**src/rtl/mixer_pkg.sv**
```systemverilog
// Shared state encoding plus width and saturation helpers for the mixer_n datapath.
// Purely declarative: no latency, no flow control.
package mixer_pkg;

  typedef enum logic [1:0] {IDLE, ACC, SCALE, OUT} state_t;

  function automatic int clog2(input int n);
    int r;
    r = 0;
    for (int i = 0; i < 31; i++) begin
      if ((1 << i) < n) r = i + 1;
    end
    return r;
  endfunction

  // Worst case NCH full-scale products cannot overflow this signed width.
  function automatic int acc_width(input int nch, input int bitdepth, input int volbits);
    return bitdepth + volbits + clog2(nch) + 1;
  endfunction

  // Clamps to the signed bitdepth range; caller truncates the result to bitdepth bits.
  function automatic logic signed [63:0] saturate(input logic signed [63:0] s,
                                                  input int bitdepth,
                                                  output logic clip);
    logic signed [63:0] hi;
    logic signed [63:0] lo;
    hi = (64'sd1 <<< (bitdepth - 1)) - 64'sd1;
    lo = -hi - 64'sd1;
    clip = (s > hi) || (s < lo);
    if (s > hi) return hi;
    if (s < lo) return lo;
    return s;
  endfunction

endpackage

```
**src/rtl/mixer_sat.sv**
```systemverilog
// Combinational saturator W_IN -> W_OUT signed with clip flag; zero latency.
// No flow control: output follows input within the cycle.
module mixer_sat
  import mixer_pkg::*;
#(
  parameter int W_IN  = 23,
  parameter int W_OUT = 14
) (
  input  logic signed [W_IN-1:0]  din,
  output logic signed [W_OUT-1:0] dout,
  output logic                    clip
);

  logic signed [63:0] wide_in;

  assign wide_in = 64'(din);

  always_comb begin
    dout = W_OUT'(saturate(wide_in, W_OUT, clip));
  end

endmodule

```
**src/rtl/mixer_n.sv**
```systemverilog
// Time-multiplexed NCH-voice mixer, one MAC per clk; mix_valid at T+NCH+1 (T+NCH+2 with MIXER_MASTER_VOL_EN).
// No backpressure: ticks arriving while busy are dropped and flagged on overrun.
module mixer_n
  import mixer_pkg::*;
#(
  parameter int NCH      = 4,
  parameter int BITDEPTH = 14,
  parameter int VOLBITS  = 8
) (
  input  logic                        clk,
  input  logic                        rst,
  input  logic                        sample_tick,
  input  logic [NCH*BITDEPTH-1:0]     in_flat,
  input  logic [NCH*VOLBITS-1:0]      vol_flat,
  input  logic [NCH-1:0]              ch_enable,
  output logic signed [BITDEPTH-1:0]  mix,
  output logic                        mix_valid,
  output logic                        busy,
  output logic                        clip,
  output logic                        overrun
`ifdef MIXER_MASTER_VOL_EN
  ,
  input  logic [VOLBITS-1:0]          master_vol
`endif
);

  localparam int ACCW = acc_width(NCH, BITDEPTH, VOLBITS);
  localparam int IDXW = (NCH > 1) ? clog2(NCH) : 1;
  localparam int PW   = BITDEPTH + VOLBITS + 1;
  localparam logic [IDXW-1:0] LAST_IDX = IDXW'(NCH - 1);

  state_t                      state_q, state_d;
  logic [IDXW-1:0]             idx_q;
  logic signed [ACCW-1:0]      acc_q;
  logic [NCH*BITDEPTH-1:0]     in_q;
  logic [NCH*VOLBITS-1:0]      vol_q;
  logic [NCH-1:0]              en_q;

  logic signed [BITDEPTH-1:0]  cur_in;
  logic [VOLBITS-1:0]          cur_vol;
  logic                        cur_en;
  logic signed [PW-1:0]        prod;
  logic signed [ACCW-1:0]      acc_shr;
  logic signed [BITDEPTH-1:0]  sat_mix;
  logic                        sat_clip;

  assign cur_in  = in_q[int'(idx_q) * BITDEPTH +: BITDEPTH];
  assign cur_vol = vol_q[int'(idx_q) * VOLBITS +: VOLBITS];
  assign cur_en  = en_q[idx_q];
  // Zero-extended volume keeps the product signed without flipping large gains negative.
  assign prod    = PW'(cur_in) * PW'($signed({1'b0, cur_vol}));
  assign acc_shr = acc_q >>> VOLBITS;
  assign busy    = (state_q != IDLE);

`ifdef MIXER_MASTER_VOL_EN
  logic [VOLBITS-1:0]          mvol_q;
  logic signed [ACCW-1:0]      scaled;

  // |acc_shr| <= NCH*2^(BITDEPTH-1) and master < 2^VOLBITS, so the product fits ACCW.
  assign scaled = acc_shr * ACCW'($signed({1'b0, mvol_q}));
`endif

  mixer_sat #(
    .W_IN  (ACCW),
    .W_OUT (BITDEPTH)
  ) u_sat (
    .din  (acc_shr),
    .dout (sat_mix),
    .clip (sat_clip)
  );

  always_comb begin
    state_d = state_q;
    case (state_q)
      IDLE: if (sample_tick) state_d = ACC;
      ACC: begin
        if (idx_q == LAST_IDX) begin
`ifdef MIXER_MASTER_VOL_EN
          state_d = SCALE;
`else
          state_d = OUT;
`endif
        end
      end
      SCALE:   state_d = OUT;
      OUT:     state_d = IDLE;
      default: state_d = IDLE;
    endcase
  end

  always_ff @(posedge clk) begin
    if (rst) begin
      state_q   <= IDLE;
      idx_q     <= '0;
      acc_q     <= '0;
      in_q      <= '0;
      vol_q     <= '0;
      en_q      <= '0;
      mix       <= '0;
      mix_valid <= 1'b0;
      clip      <= 1'b0;
      overrun   <= 1'b0;
`ifdef MIXER_MASTER_VOL_EN
      mvol_q    <= '0;
`endif
    end else begin
      state_q   <= state_d;
      mix_valid <= 1'b0;
      clip      <= 1'b0;
      overrun   <= sample_tick && (state_q != IDLE);
      case (state_q)
        IDLE: begin
          if (sample_tick) begin
            in_q  <= in_flat;
            vol_q <= vol_flat;
            en_q  <= ch_enable;
            acc_q <= '0;
            idx_q <= '0;
`ifdef MIXER_MASTER_VOL_EN
            mvol_q <= master_vol;
`endif
          end
        end
        ACC: begin
          if (cur_en) acc_q <= acc_q + ACCW'(prod);
          idx_q <= idx_q + IDXW'(1);
        end
`ifdef MIXER_MASTER_VOL_EN
        SCALE: acc_q <= scaled;
`endif
        OUT: begin
          mix       <= sat_mix;
          mix_valid <= 1'b1;
          clip      <= sat_clip;
        end
        default: ;
      endcase
    end
  end

endmodule
```
**config.mk**
```make
export PLATFORM = sky130hd
export DESIGN_NAME = mixer_n
export DESIGN_NICKNAME = d
export VERILOG_FILES = /design/src/rtl/mixer_pkg.sv /design/src/rtl/mixer_sat.sv /design/src/rtl/mixer_n.sv
export SDC_FILE = /design/constraint.sdc
export NUM_CORES = 1
export LEC_CHECK = 0
export ABC_CLOCK_PERIOD_IN_PS = 6700
export BUFFER_PORTS_ARGS = -buffer_cell sky130_fd_sc_hd__buf_2
export CORE_ASPECT_RATIO = 0.8
export CORE_MARGIN = 4
export CORE_UTILIZATION = 55
export CTS_CLUSTER_SIZE = 30
export DETAILED_ROUTE_END_ITERATION = 10
export PLACE_DENSITY = 0.75
export SYNTH_ARGS = -nofsm -noshare
export SYNTH_HDL_FRONTEND = slang
export SYNTH_SLANG_ARGS = --single-unit
```
**constraint.sdc**
```tcl
create_clock -name clk -period 6.7 [get_ports clk]
set_input_delay 0 -clock clk [delete_from_list [all_inputs] [get_ports clk]]
set_output_delay 0 -clock clk [all_outputs]
set_load 0.05 [all_outputs]
```
==> results of run 1 <==
-- per-layer routing --
layer / share of wire (%) / wire, um / vias up / global-route usage, %
met4: 2.7 / 726 / 0 / 8.88
met3: 6.5 / 1740 / 57 / 5.35
met5: 0 / 0 / - / 0
met1: 45 / 12000 / 4221 / 36.6
li1: - / - / 4228 / -
met2: 46 / 12300 / 369 / 40.5
-- cells in the mapped netlist (8+ instances only) --
master	instances
nand2_1	275
inv_1	170
dfxtp_1	138
a21oi_1	129
fa_1	113
ha_1	60
and2_1	52
clkbuf_1	42
nor2_1	28
o21ai_0	28
mux4_2	23
nand2b_1	21
a21o_1	11
o22ai_1	11
xnor2_1	9
buf_2	8
-- worst register-to-register path, stage by stage (launching register included) --
cell and delay [ps]:
dfxtp_1 480, buf_12 230, mux4_2 670, and2_1 230, fa_1 450, fa_1 560, inv_1 50, fa_1 470
inv_1 50, fa_1 530, inv_1 50, fa_1 490, inv_1 40, ha_1 360, nand4_1 190, nor2_1 160
o31a_1 240, o211ai_2 140, a2111oi_2 460, nor3_1 90, o32ai_1 260
-- state kept, by name, summed over array words and instances, names as in the netlist --
name and count:
state_q 2, idx_q 2, clip 1, in_q 56
acc_q 25, overrun 1, mix 14, vol_q 32
en_q 4, mix_valid 1
-- report_power, final --
part | internal (mW) | switching, mW | leakage [nW]
clock network | 0.503 | 0.445 | 0.287
logic | 0.356 | 0.575 | 4.43
registers | 0.900 | 0.0481 | 1.13
total | 1.76 | 1.07 | 5.84
-- logic make-up after synthesis --
logic type / Yosys count / synth area share (%)
and+or+nand+nor: 401 / 17.0
buffers and inverters: 228 / 8.34
AOI/OAI and AO/OA: 224 / 12.7
adders and majority gates: 173 / 28.9
DFF: 138 / 26.5
muxes: 25 / 5.16
xor gates and xnor gates: 16 / 1.34
-- repair_timing --
item / in CTS / in global routing
resized for setup: 0 / 1
hold endpoints to repair: 113 / 0
hold buffers: 94 / 0
setup endpoints to repair: 0 / 1
-- cell type report --
| class | count | share of cell area, % |
|---|---|---|
| Sequential cell | 138 | 21.7 |
| Antenna cell | 1 | 0.0197 |
| Clock inverter | 15 | 1.39 |
| Clock buffer | 17 | 3.34 |
| Inverter | 171 | 5.04 |
| Multi-Input combinational cell | 839 | 53.4 |
| Timing Repair Buffer | 216 | 12.6 |
| Tap cell | 253 | 2.49 |
-- metrics by stage --
step	setup WS, ps	hold slack, ps	util [%]	cells
detailed placement	378	247	60.8	1523
finish	405	343	69.2	1650
global placement	428	242	60.8	1523
floorplan	611	136	-	1205
CTS	354	328	69.2	1649
global route	65.2	351	69.2	1650
-- how the worst max path moves through the flow --
| stage | from | to | slack, ps | depth (start not counted) |
|---|---|---|---|---|
| after floorplan | idx_q[1] | acc_q[18] | 610 | 21 |
| after global placement | idx_q[0] | acc_q[19] | 430 | 20 |
| after detailed placement | idx_q[0] | acc_q[19] | 380 | 20 |
| after CTS | idx_q[0] | acc_q[19] | 350 | 20 |
| after global routing | idx_q[1] | acc_q[19] | 70 | 20 |
| final | idx_q[1] | acc_q[19] | 400 | 20 |
==> results.json, run 1 <==
{
  "status": "finished, final reports clean",
  "async_flop_share_pct": 0,
  "start_util_pct": 56.7,
  "fmax_ghz": 0.159,
  "slowest_delay_ps": 660,
  "ys_ff_latch": 138,
  "syn_area_um2": 10400,
  "hp-start": "in_flat[49]",
  "ys_top_cells_by_area": "dfxtp_1, fa_1, nand2_1",
  "routabilityCongestion": 0.894,
  "rr_startpoint": "idx_q[1]",
  "fin_crit_ps": 6300,
  "synth.avg_cell_area_um2": 8.66,
  "syn-num-nets": 1473,
  "root_buffer": "clkbuf_16",
  "synth_warnings": 0,
  "cp-end-kind": "flip-flop",
  "dr.pass1.iters": 6,
  "synth_edf_count": 0,
  "grt_util_all_layers_pct": 26.0,
  "grt_pass1_vias": 8953,
  "core_area_um2": 18400,
  "finClkSkew_ps": 10.2,
  "setup-violations-final": 0,
  "area_delta_synth_final_pct": 22.1,
  "synth_top_area_share_pct": 26.5,
  "die_area_um2": 21200,
  "clk_pin_slew_ps": 70,
  "n_fill_cell": 1392,
  "rr_worst_depth": 20,
  "io_pins": 113,
  "synth_cell_type_count": 58,
  "cpMostUsedCell": "fa_1",
  "worstHoldPathCells": 4,
  "crit_arrival_ps": 6630,
  "critPathRequiredTime_ps": 7040,
  "tightestPinTransition_ps": 1050,
  "r2r_setup_slack_ps": 400,
  "vias": 8875,
  "clock_latency_ps": 440,
  "synth_top_area_cell": "dfxtp_1",
  "r2r-end": "acc_q[19]",
  "drive_gt1_share_pct": 13.6,
  "critPathTopFamily": "adder cells",
  "p_total_mw": 2.83,
  "ys_dominant_reg_cell": "dfxtp_1",
  "wirelength_um": 26800,
  "drc": 0,
  "path_buf_inv": 5,
  "post-dp-hpwl_um": 18600,
  "antenna_found_initial": 1,
  "total_leakage_power_nw": 5.84,
  "grt_first_pass_wirelength_um": 44800,
  "postRouteAntennaNets": 0,
  "fp.dieW_um": 162,
  "wl_per_cell_um": 16.2,
  "whs_endpoint": "in_q[49]",
  "setup_tns_ps": 0,
  "numCtsBuffers": 17,
  "dieHeight_um": 131,
  "drv_slew": 0,
  "path_class": "reg2reg",
  "final_common_cell": "nand2_1",
  "start_kind": "flip-flop",
  "cts_sinks": 138,
  "p_per_area_nw_per_um2": 222,
  "place_area_um2": 11200,
  "h-tree-depth": 4,
  "slew_headroom_pct": 29.8,
  "drtIter0Drc": 763,
  "rows": 44,
  "hold_class": "in2reg",
  "finalInstanceArea_um2": 12700,
  "crit_slowest_cell": "mux4_2",
  "regArea_um2": 2760,
  "path_cells": "buf_12 > mux4_2 > and2_1 > fa_1 > fa_1 > inv_1 > fa_1 > inv_1 > fa_1 > inv_1 > fa_1 > inv_1 > ha_1 > nand4_1 > nor2_1 > o31a_1 > o211ai_2 > a2111oi_2 > nor3_1 > o32ai_1",
  "max-cap-violations": 0,
  "hold_violations": 0,
  "rsz0062_at_grt": "false",
  "yosysSeqAreaShare_pct": 26.5,
  "synthCells": 1205,
  "layout.nets": 1651,
  "vias_per_cell": 5.38,
  "cts_setup_buffers": 0,
  "cts_tree": "built",
  "post-route-period-util_pct": 94.0,
  "grt_overflow_total": 0,
  "final_cell_mix": "nand2_1, inv_1, dfxtp_1",
  "grt_max_degree": 100,
  "clockBufferDepth": 2,
  "worstPathMaxFanout": 21,
  "multi_input_area_um2": 6800,
  "vdd_drop_max_mv": 0.156,
  "portBuffers": 112
}
Power figures use the tool's default switching activity.
==> inputs of run 2 (changes only) <==
--- a/config.mk
+++ b/config.mk
@@ -8,7 +8,7 @@
 export ABC_CLOCK_PERIOD_IN_PS = 6700
 export BUFFER_PORTS_ARGS = -buffer_cell sky130_fd_sc_hd__buf_2
 export CORE_ASPECT_RATIO = 0.8
-export CORE_MARGIN = 4
+export CORE_MARGIN = 1.5
 export CORE_UTILIZATION = 55
 export CTS_CLUSTER_SIZE = 30
 export DETAILED_ROUTE_END_ITERATION = 10
==> run 2 against run 1 <==
  * Combinational power is 1% lower
  * Worst setup slack worse by 9.8 ps
  * Clock power shrank 4.6%
  * Maximum frequency down 0.15%
==> results.json, run 2 (synthesized netlist as in run 1, its figures left out) <==
{
  "status": "finished, final reports clean",
  "clk_pin_slew_ps": 70,
  "drv_slew": 0,
  "utilization_pct": 69.0,
  "vdd_drop_max_mv": 0.167,
  "top_usage_layer": "met2",
  "final_cell_mix": "nand2_1, inv_1, dfxtp_1",
  "hold_violations": 0,
  "hold_class": "in2reg",
  "slew_headroom_pct": 32.4,
  "cts_hold_buf": 94,
  "fmax_ghz": 0.159,
  "rows": 44,
  "setup-violations-final": 0,
  "p_per_area_nw_per_um2": 219,
  "hold_ws_ps": 351,
  "tightestPinTransition_ps": 1000,
  "clockBufferDepth": 2,
  "clock_latency_ps": 440,
  "use_met2_pct": 45.5,
  "grt_max_degree": 98,
  "cts_sinks": 138,
  "io_pins": 113,
  "top_register": "in_q",
  "finalInstanceArea_um2": 12600,
  "path_buf_inv": 4,
  "grt_pass1_vias": 9067,
  "path_cells": "buf_12 > mux4_2 > nand2_1 > fa_1 > fa_1 > inv_1 > fa_1 > fa_1 > inv_1 > fa_1 > inv_1 > ha_1 > a21o_1 > a21o_1 > a21oi_1 > o21ai_0 > a31oi_1 > o221ai_1 > a211o_1",
  "place_area_um2": 11100,
  "wirelength_um": 26900,
  "rsz0062_at_grt": "false",
  "setup_tns_ps": 0,
  "layout.nets": 1646,
  "crit_arrival_ps": 6610,
  "numCtsBuffers": 17,
  "largest_register_ffs": 56,
  "fp.dieW_um": 157,
  "vias": 8915,
  "grt_overflow_total": 0,
  "post-route-period-util_pct": 94.1,
  "critPathTopFamily": "adder cells",
  "post-dp-hpwl_um": 18300,
  "max-cap-violations": 0,
  "p_total_mw": 2.77,
  "reg_top3": "in_q x56, vol_q x32, acc_q x25",
  "finClkSkew_ps": 22.9,
  "grt_util_all_layers_pct": 28.5,
  "drc": 0,
  "core_area_um2": 18300,
  "start_kind": "flip-flop",
  "total_leakage_power_nw": 5.80,
  "cts_resized": 0,
  "cts_tree": "built",
  "grt_use_met3_pct": 6.13,
  "drtIter0Drc": 751,
  "vias_per_cell": 5.42,
  "root_buffer": "clkbuf_16",
  "portBuffers": 112,
  "slowest_delay_ps": 710,
  "area_delta_synth_final_pct": 21.3,
  "crit_slowest_cell": "mux4_2",
  "start_util_pct": 56.9,
  "grtUsageMet1_pct": 38.4,
  "cpMostUsedCell": "fa_1",
  "die_area_um2": 19800,
  "fin_crit_ps": 6300,
  "drive_gt1_share_pct": 13.2,
  "dr.pass1.iters": 7,
  "h-tree-depth": 4,
  "grt_first_pass_wirelength_um": 44300,
  "wl_per_cell_um": 16.3,
  "critPathRequiredTime_ps": 7010,
  "final_common_cell": "nand2_1",
  "path_class": "reg2reg",
  "worstPathMaxFanout": 26,
  "antenna_found_initial": 2,
  "routabilityCongestion": 0.885,
  "cp-end-kind": "flip-flop",
  "cts_setup_buffers": 0,
  "dieHeight_um": 126,
  "postRouteAntennaNets": 0
}
-- run 2: cell count changes in the layout (fill, tap and decap cells not counted) --
cell / delta
buf_12: -1
buf_4: -4
clkbuf_8: +1
clkinv_2: +1
clkinv_4: +3
clkinv_8: -5
dfxtp_1: +1
dfxtp_2: -1
diode_2: +1
inv_6: -1
inv_8: +1
-- run 2: metrics by stage --
stage          cells  worst slack (ps)
3_3_place_gp    1518               635
5_1_grt         1646               157
3_5_place_dp    1518               493
6_report        1646               395
2_1_floorplan   1205               611
4_1_cts         1644               455
-- run 2: final timing paths --
path                                  start        end  slack (ps)  cells past startpoint
worst min register to register     in_q[24]   in_q[24]         450                      2
worst max register to register     idx_q[0]  acc_q[22]         400                     19
worst max-delay path               idx_q[0]  acc_q[22]         400                     19
worst min-delay path            in_flat[46]   in_q[46]         350                      4
-- run 2: cell type report --
class                   count  area, um2
diodes                      2       5.00
clock buffers              18        439
clock inverters            14        129
fillers                  1386       5680
inverters                 171        642
multi-input cells         839       6800
flip-flops and latches    138       2760
well taps                 253        317
repair buffers            211       1550
-- run 2: worst min-delay path: cells and delay by family --
family	cells	cell delay, ps
buffers and inverters	2	650
AO/OA/AOI/OAI	1	50
AND/OR/NAND/NOR	1	40
-- run 2: power by group --
part	internal (mW)	switching [mW]	leakage (nW)	total, mW
sequential	0.900	0.0487	1.12	0.949
clock	0.499	0.405	0.277	0.904
combinational	0.349	0.573	4.40	0.922
-- run 2: metal layers --
metal | wire [um] | share of wire [%]
met1 | 11700 | 44
met2 | 12300 | 46
met3 | 2040 | 7.6
met4 | 810 | 3.0
met5 | 0 | 0
==> inputs of run 3 (changes only) <==
--- a/config.mk
+++ b/config.mk
@@ -5,7 +5,7 @@
 export SDC_FILE = /design/constraint.sdc
 export NUM_CORES = 1
 export LEC_CHECK = 0
-export ABC_CLOCK_PERIOD_IN_PS = 6700
+export ABC_CLOCK_PERIOD_IN_PS = 7800
 export BUFFER_PORTS_ARGS = -buffer_cell sky130_fd_sc_hd__buf_2
 export CORE_ASPECT_RATIO = 0.8
 export CORE_MARGIN = 1.5
==> constraint.sdc (replaced) <==
create_clock -name clk -period 7.8 [get_ports clk]
set_input_delay 0 -clock clk [delete_from_list [all_inputs] [get_ports clk]]
set_output_delay 0 -clock clk [all_outputs]
set_load 0.05 [all_outputs]
==> run 3 against run 2 <==
  * Sequential share of layout area is essentially flat
  * Core utilization is essentially flat
  * Critical path depth shrank 1
  * Combinational power shrank 16%
  * Power shrank 14%
  * Global-route usage shrank 0.64 points
  * Cell count is essentially flat
  * Clock power shrank 11%
  * Clock-buffer cell count is the same
  * Critical endpoint is now acc_q[18]
==> results.json, run 3 (synthesized netlist as in run 1, its figures left out) <==
{
  "place_area_um2": 11100,
  "drtIter0Drc": 588,
  "finClkSkew_ps": 11.8,
  "status": "finished, final reports clean",
  "grt_max_degree": 98,
  "antenna_found_initial": 0,
  "crit_arrival_ps": 6970,
  "internal_power_mw": 1.52,
  "wirelength_um": 25800,
  "cts_tree": "built",
  "dp.cells": 1519,
  "numCtsBuffers": 17,
  "drc": 0,
  "h-tree-depth": 4,
  "start_kind": "flip-flop",
  "cpMostUsedCell": "fa_1",
  "finalInstanceArea_um2": 12700,
  "path_class": "reg2reg",
  "clockBufferDepth": 2,
  "core_area_um2": 18300,
  "path_buf_inv": 4,
  "postRouteAntennaNets": 0,
  "vias": 8706,
  "slowest_delay_ps": 890,
  "rsz0062_at_grt": "false",
  "hold_class": "in2reg",
  "clk_pin_slew_ps": 70,
  "drv_slew": 0,
  "path_cells": "mux4_2 > and2_1 > fa_1 > fa_1 > inv_1 > fa_1 > inv_1 > fa_1 > inv_1 > fa_1 > inv_1 > ha_1 > a21oi_1 > o21ai_0 > o21bai_2 > a221o_1 > nor4b_4 > or3_1",
  "max-cap-violations": 0,
  "final_cell_mix": "nand2_1, inv_1, dfxtp_1",
  "fin_crit_ps": 6660,
  "clockPowerShare_pct": 33.6,
  "stdcell_count": 1645,
  "grt_pass1_vias": 8832,
  "p_per_area_nw_per_um2": 190,
  "cts_resized": 0,
  "cts_sinks": 138,
  "clock_latency_ps": 430,
  "start_util_pct": 56.9,
  "diodes": 0,
  "drive_gt1_share_pct": 13.2,
  "setup_ws_ps": 1140,
  "largest_register_ffs": 56,
  "n_fill_cell": 1371,
  "slew_headroom_pct": 32.1,
  "dp_slack_ps": 1160,
  "p_total_mw": 2.40,
  "post-route-period-util_pct": 85.4,
  "grt_first_pass_wirelength_um": 43300,
  "fp.dieW_um": 157,
  "crit_slowest_cell": "dfxtp_1",
  "portBuffers": 112,
  "setup-violations-final": 0,
  "top_register": "in_q",
  "reg_top3": "in_q x56, vol_q x32, acc_q x25",
  "fmax_ghz": 0.150,
  "switching_power_mw": 0.875,
  "area_delta_synth_final_pct": 21.3,
  "die_area_um2": 19800,
  "total_leakage_power_nw": 5.81,
  "root_buffer": "clkbuf_16",
  "utilization_pct": 69.0,
  "routabilityCongestion": 0.909,
  "post-dp-hpwl_um": 18200,
  "dr.pass1.iters": 5,
  "rows": 44,
  "p_comb_share_pct": 32.1,
  "hold_violations": 0,
  "hold_ws_ps": 360,
  "vias_per_cell": 5.29,
  "grt_util_all_layers_pct": 27.9,
  "cp-end-kind": "flip-flop",
  "dieHeight_um": 126,
  "wl_per_cell_um": 15.7,
  "seq_power_share_pct": 34.4,
  "critPathRequiredTime_ps": 8100,
  "vdd_drop_max_mv": 0.108,
  "cts_setup_buffers": 0,
  "tightestPinTransition_ps": 1010,
  "critPathTopFamily": "adder cells",
  "io_pins": 113,
  "r2r_setup_slack_ps": 1140,
  "worstPathMaxFanout": 15,
  "setup_tns_ps": 0,
  "swShare_pct": 36.5,
  "layout.nets": 1647,
  "final_common_cell": "nand2_1",
  "grt_overflow_total": 0
}
==> run 3: cell count changes in the layout (fill, tap and decap cells not counted) <==
| cell | before | now |
|---|---|---|
| buf_4 | 5 | 7 |
| diode_2 | 2 | 0 |
| buf_12 | 1 | 0 |
| bufinv_16 | 0 | 1 |
| clkbuf_1 | 0 | 1 |
| clkbuf_8 | 1 | 0 |
| clkinv_2 | 1 | 0 |
| clkinv_4 | 3 | 4 |
| clkinvlp_4 | 2 | 1 |
==> run 3: final timing paths <==
path                     to  cells after the start        start
setup / recovery  acc_q[18]                     18     idx_q[0]
hold / removal     in_q[17]                      4  in_flat[17]
setup reg to reg  acc_q[18]                     18     idx_q[0]
hold reg to reg    in_q[24]                      2     in_q[24]
==> run 3: power by group through the flow <==
stage | registers [mW] | logic, mW | clock network [mW]
after floorplan | 0.817 | 0.566 | 0
after global placement | 0.836 | 0.703 | 0
after detailed placement | 0.838 | 0.722 | 0
after CTS | 0.824 | 0.762 | 0.812
after global routing | 0.833 | 0.867 | 0.842
final | 0.825 | 0.770 | 0.805
==> run 3: worst min-delay path, stage by stage <==
cell	delay, ps
dlygate4sd3_1	530
buf_2	120
nand2_1	50
a21oi_1	50
==> run 3: routing by layer <==
| layer | wire length (um) | track usage [%] |
|---|---|---|
| met2 | 11800 | 44.3 |
| met3 | 1630 | 4.68 |
| met4 | 661 | 9.52 |
| met1 | 11700 | 38.7 |
| met5 | 0 | 0 |
==> run 3: timing repair <==
action,4_1_cts,5_1_grt
hold buffers,94,0
setup endpoints to repair,0,0
endpoints found under the hold margin,117,0
==> run 3: final cells by class <==
class	instances	area, um2	share of cell area [%]
multi-input combinational	839	6800	53.7
sequential	138	2760	21.8
timing repair buffer	212	1550	12.2
inverter	171	642	5.07
clock buffer	18	429	3.39
tap	253	317	2.50
clock inverter	14	155	1.23
